## config.mk

```make
export PLATFORM = sky130hd
export DESIGN_NAME = serial_bus_loader
export DESIGN_NICKNAME = d
export VERILOG_FILES = /design/src/rtl/serial_bus_loader.sv
export SDC_FILE = /design/constraint.sdc
export NUM_CORES = 1
export LEC_CHECK = 0
export CAP_MARGIN = 10
export CORE_MARGIN = 2
export CORE_UTILIZATION = 30
export DETAILED_ROUTE_END_ITERATION = 8
export HOLD_SLACK_MARGIN = 0.02
export SETUP_SLACK_MARGIN = 0.5
export SYNTH_ARGS = -nofsm -noshare
export SYNTH_HDL_FRONTEND = slang
export SYNTH_SLANG_ARGS = --single-unit
```

## constraint.sdc

```tcl
create_clock -name clock -period 2.1 [get_ports clock]
set_clock_uncertainty 0.05 [all_clocks]
set_input_delay 0.42 -clock clock [delete_from_list [all_inputs] [get_ports clock]]
set_output_delay 0.42 -clock clock [all_outputs]
set_load 0.05 [all_outputs]
```

## src/rtl/serial_bus_loader.sv

```systemverilog
// Serial-to-parallel word loader: shifts in NrOfBits MSB-first bits and publishes the word with valid/ack.
// Even-parity checking (extra PARITY state) is compiled in with SERIAL_BUS_LOADER_PARITY_EN.
module serial_bus_loader #(
    parameter int NrOfBits = 8
) (
    input  logic                clock,
    input  logic                reset,
    input  logic                tick,
    input  logic                sstart,
    input  logic                sdata,
    output logic [NrOfBits-1:0] word,
    output logic                wordValid,
    input  logic                wordAck,
    output logic                overrun,
    output logic                parityError
);
    localparam int CW = $clog2(NrOfBits + 1);
    localparam logic [CW-1:0] LAST_CNT = CW'(NrOfBits - 1);

    // IDLE: wait for start | SHIFT: collecting bits | HOLD: word valid until ack | PARITY: await parity bit
    localparam logic [1:0] IDLE   = 2'd0;
    localparam logic [1:0] SHIFT  = 2'd1;
    localparam logic [1:0] HOLD   = 2'd2;
`ifdef SERIAL_BUS_LOADER_PARITY_EN
    localparam logic [1:0] PARITY = 2'd3;
`endif

    logic [1:0]          state_q, state_d;
    logic [CW-1:0]       cnt_q, cnt_d;
    logic [NrOfBits-1:0] shift_q, shift_d;
    logic [NrOfBits-1:0] word_q, word_d;
    logic                valid_q, valid_d;
    logic                ovr_q, ovr_d;
    logic [NrOfBits-1:0] shift_in;
    logic                advance;
    logic                last_bit;
`ifdef SERIAL_BUS_LOADER_PARITY_EN
    logic                perr_q, perr_d;
`endif

    assign shift_in = (shift_q << 1) | NrOfBits'(sdata);

    always_comb begin
        state_d  = state_q;
        cnt_d    = cnt_q;
        shift_d  = shift_q;
        word_d   = word_q;
        valid_d  = valid_q;
        ovr_d    = ovr_q;
        advance  = 1'b0;
        last_bit = 1'b0;
`ifdef SERIAL_BUS_LOADER_PARITY_EN
        perr_d   = 1'b0;
`endif
        case (state_q)
            HOLD: begin
                if (wordAck) begin
                    valid_d = 1'b0;
                    state_d = IDLE;
                end
                // A start seen while holding is always dropped, even alongside the ack.
                if (tick && sstart) begin
                    ovr_d = 1'b1;
                end
            end
            default: begin
                if (tick && sstart) begin
                    shift_d  = shift_in;
                    cnt_d    = CW'(1);
                    advance  = 1'b1;
                    last_bit = (NrOfBits == 1);
                end else if (tick && state_q == SHIFT) begin
                    shift_d  = shift_in;
                    cnt_d    = cnt_q + CW'(1);
                    advance  = 1'b1;
                    last_bit = (cnt_q == LAST_CNT);
                end
`ifdef SERIAL_BUS_LOADER_PARITY_EN
                else if (tick && state_q == PARITY) begin
                    if ((^shift_q ^ sdata) == 1'b0) begin
                        word_d  = shift_q;
                        valid_d = 1'b1;
                        state_d = HOLD;
                    end else begin
                        perr_d  = 1'b1;
                        state_d = IDLE;
                    end
                end
`endif
                if (advance) begin
                    if (last_bit) begin
`ifdef SERIAL_BUS_LOADER_PARITY_EN
                        state_d = PARITY;
`else
                        word_d  = shift_in;
                        valid_d = 1'b1;
                        state_d = HOLD;
`endif
                    end else begin
                        state_d = SHIFT;
                    end
                end
            end
        endcase
    end

    always_ff @(posedge clock) begin
        if (reset) begin
            state_q <= IDLE;
            cnt_q   <= '0;
            shift_q <= '0;
            word_q  <= '0;
            valid_q <= 1'b0;
            ovr_q   <= 1'b0;
`ifdef SERIAL_BUS_LOADER_PARITY_EN
            perr_q  <= 1'b0;
`endif
        end else begin
            state_q <= state_d;
            cnt_q   <= cnt_d;
            shift_q <= shift_d;
            word_q  <= word_d;
            valid_q <= valid_d;
            ovr_q   <= ovr_d;
`ifdef SERIAL_BUS_LOADER_PARITY_EN
            perr_q  <= perr_d;
`endif
        end
    end

    assign word      = word_q;
    assign wordValid = valid_q;
    assign overrun   = ovr_q;
`ifdef SERIAL_BUS_LOADER_PARITY_EN
    assign parityError = perr_q;
`else
    assign parityError = 1'b0;
`endif

endmodule

```

# Word level (Yosys, flattened, before mapping)
# Cells that the tools add are included.
# W data, S select, Z words.
# word_totals
register_bits	23
# classes
add_sub_neg	1
eq_ne	4
n_mux	18
n_bitwise	2
reduce_logical	10
# ops
cell	count
$mux W7	2
$mux W1	10
$mux W2	4
$mux W4	2
$or A8 B1 Y8	1
$reduce_and A2 Y1	3
$reduce_and A3 Y1	2
$reduce_bool A2 Y1	3
$add A4 B1 Y4 const B	1
$eq A4 B3 Y1 const B	1
$eq A2 B1 Y1 const B	1
$eq A2 B2 Y1 const B	1
$logic_and A1 B1 Y1	2
$ne A2 B2 Y1 const B	1
$not A1 Y1	1

# Longest topological paths before layout
# logic_depth
ltp_word	8
depth_mapped	5

# Worst setup path after synthesis
# Ideal clock, no wire load.
# synth_path
path_type	input port to flip-flop
start	input sstart
end	register word_q[0], in the netlist word[0]
setup_ns	0.132
t_arrival_ns	1.263
required_ns	1.918
slack_ns	0.655
path_stages	5
n_path_buf	2
path_cell_list	buf_4 -> or3b_1 -> clkbuf_1 -> o21ai_0 -> a21oi_1
# synth_between
elab_chain_len	4
# synth_rtl
item	line_no	rtl
start: declaration	9	input logic sstart,
$logic_and A1 B1 Y1 *	67	if (tick && sstart) begin
$mux W1	67	
$mux W1	55	case (state_q)
$reduce_and A3 Y1 (no source line) *	-	
end signal: assignment	122	word_q <= word_d;
end: declaration	31	logic [NrOfBits-1:0] word_q, word_d;
# Mark *: on every way between the ends. The rest lies on a longest branch, timed or not. The select of a mux whose other input is x is not followed.
# A chain may end at the register's enable or synchronous reset.

# Worst setup path in the final report
# layout_path
start	input tick
end	register cnt_q[2]
# layout_between
elab_chain_len	3
# layout_rtl
item	line_no	rtl
start: declaration	8	input logic tick,
$logic_and A1 B1 Y1, on equally long branches	67, 72	
$reduce_bool A2 Y1 (no source line)	-	
$reduce_and A2 Y1 (no source line)	-	
end signal: assignment	120	cnt_q <= cnt_d;
end: declaration	29	logic [CW-1:0] cnt_q, cnt_d;
# Several ways; a longest one is shown, not always the timed one.

==> impl_metrics.toml <==
[timing]
slew_violations = 0
setup_viol = 0
fmax_ghz = 0.647
finalHoldViolCount = 0
min_period_over_period_pct = 73.6
tns_ns = 0
layout_min_cycle_time_ns = 1.55
whs_ns = 0.432
rsz0062_at_grt = "false"

[yosys]
synth-seq-area-share_pct = 45.5
yosys_warnings = 0
synth_area_sq_mm = 0.00101
synthFlopType = "dfxtp_1"
yosys.area_share.simple_pct = 17.1
synth-edff-count = 0
synth_compound_area_share_pct = 28.3
yosys.area.top_type = "dfxtp_1"
synth_nets = 127
synth_xor_area_share_pct = 0
synth_top_family_by_area = "compound AO/OA/AOI/OAI gates"
synth_cells = 120
synth_fa_ha_area_share_pct = 1.24
synthMuxAreaShare_pct = 0
ys_types = 32
synth_async_sr_flop_share_pct = 0
syn_area_per_cell_sq_um = 8.44
synth-seq-cells = 23
synth_area_leaders = "dfxtp_1, a21oi_1, o21ai_0"
yosysTopAreaCellShare_pct = 45.5

[route]
wl_per_cell_microns = 12.0
dr.pass1.iters = 4
wl_microns = 2150
drt_iter0_drc = 51
avgViaCountPerCell = 4.96
routedLengthMet1_microns = 1050
met3_length_microns = 67
ant_nets = 0
routed.top_layer = "met4"
vias = 893
drcViolationCount = 0
dr_wl_met2_microns = 1010

[global_route]
grt_pass1_vias = 787
grt_max_degree = 24
grt_pass1_wl_microns = 3580
antenna_found_initial = 0
grtUsageTotal_pct = 12.2
overflow = 0

[flow_run]
max-cap-violations = 0

[floorplan]
start_util_pct = 30.8
die-area_sq_mm = 0.00385
core_sq_mm = 0.00328
rows = 21
fp.dieH_microns = 62.1
io_pins = 17
die_w_microns = 62.1

[worst_setup_path]
critPathMaxFanout = 8
worstSetupPathType = "in2reg"
r2r_end = "cnt_q[2]"
start_kind = "primary input"
crit_chain = "clkdlybuf4s50_1 -> buf_4 -> o211ai_1 -> or3_1 -> a211oi_2"
critPathArrivalTime_ns = 1.73
cp_slowest_cell = "clkdlybuf4s50_1"
worstRegToRegCells = 4
r2r-start = "state_q[1]"
path_buf_inv = 2
endpoint_kind = "flip-flop"
ff2ff_setup_slack_ns = 0.62
cpPeakStageDelay_ns = 0.47
critPathRequiredTime_ns = 2.28
crit_family = "buffers and inverters"

[placement]
gp_congestion = 0.781
io_buffers = 15
hpwlAfterDp_microns = 1520

[cts]
clock-root-buffer = "clkbuf_4"
insertion_delay_ns = 0.30
cts.clk_slew.worst_paths_ns = 0.13
cts.hold.buffers_added = 0
cts_buffers = 3
htreeDepth = 1
cts.sinks = 23
cts_tree = "done"
max-clock-path-buffers = 2

[worst_hold_path]
min_to = "word[5]"
holdPathStages = 2
hold_path_class = "reg2reg"
min-delay-start = "word[5]"

[pwr]
power_mw = 0.736
ir_worst_vdd_uv = 203
power_density_mw_per_mm2 = 589
power_leakage_nw = 0.405

[final_layout]
antenna_cells = 0
nets = 142
syn2layout_area_growth_pct = 23.5
final_layout_size_suffix_gt1_share_pct = 21.6

[status]
status = "finished, final reports clean"
-- metal layers --
metal	vias to the layer above	GRT usage, %
li1	462	-
met1	416	16.1
met2	13	19.9
met3	2	2.07
met4	0	4.56
met5	-	0
-- cell families (layout without fill, tap and decap cells) --
| group | Yosys count | in the layout |
|---|---|---|
| buffers and inverters | 14 | 28 |
| AO/OA/AOI/OAI | 50 | 50 |
| AND/OR/NAND/NOR | 31 | 31 |
| flip-flops | 23 | 23 |
| adder cells (fa/ha/maj) | 1 | 1 |
| other | 1 | 1 |
-- worst max path at each step --
stage	from	endpoint	slack, ns	cells after the start
finish	tick	cnt_q[2]	0.55	5
global route	tick	cnt_q[2]	0.50	5
global placement	sstart	word[5]	0.12	5
CTS	wordValid	wordValid	0.44	1
detailed placement	sstart	word[6]	0.08	5
floorplan	sstart	word[0]	0.65	5
-- cell type report --
type / instances / area, sq um
multi-input cells: 83 / 484
repair buffers: 23 / 215
fillers: 337 / 2030
flip-flops and latches: 23 / 462
clock inverters: 1 / 5.00
well taps: 46 / 57.6
clock buffers: 3 / 22.5
inverters: 1 / 3.75
-- layout by cell type, fill, tap and decap left out, drive strengths merged, types with 2 or more instances in the layout --
cell type	n
clkdlybuf4s50	4
buf	8
nor2	2
o21ai	21
clkbuf	4
nand3	17
clkdlybuf4s15	9
a211oi	2
a21oi	20
dfxtp	23
nand2	3
-- report_power, final --
group	leakage, nW	switching (mW)	internal [mW]
sequential	0.186	0.0110	0.444
combinational	0.201	0.0463	0.0339
clock	0.0177	0.130	0.0709
-- worst reg2reg max path, delay by kind of cell, from the launching register on --
kind | cells | cell delay [ns]
AO/OA/AOI/OAI | 2 | 0.40
buffers and inverters | 1 | 0.17
flip-flops | 1 | 0.42
AND/OR/NAND/NOR | 1 | 0.37
-- metrics by stage --
step	util [%]	cell area [sq um]	setup WS [ns]	std cells
2_1_floorplan	-	1010	0.655	120
3_3_place_gp	36.5	1200	0.118	175
3_5_place_dp	36.5	1200	0.0751	175
4_1_cts	37.8	1240	0.438	179
5_1_grt	38.1	1250	0.501	180
6_report	38.1	1250	0.555	180
-- synth_stat cells (2+ instances only) --
master    count
a211oi_1      2
a21oi_1      20
buf_2         3
buf_4         3
clkbuf_1      5
dfxtp_1      23
nand2_1       3
nand3_1      17
nor2_1        2
o21ai_0      19
o21ai_1       2
-- repair_timing --
item	4_1_cts	5_1_grt
resized for setup	32	4
pin swaps	0	0
buffers inserted	0	1
endpoints found under the hold margin	0	0
endpoints found under the setup margin	20	13
-- flip-flops by register name (all words and copies together), names as in the netlist --
name / count
cnt_q: 4
overrun: 1
wordValid: 1
shift_q: 7
state_q: 2
word: 8
(Power assumes the default switching activity.)
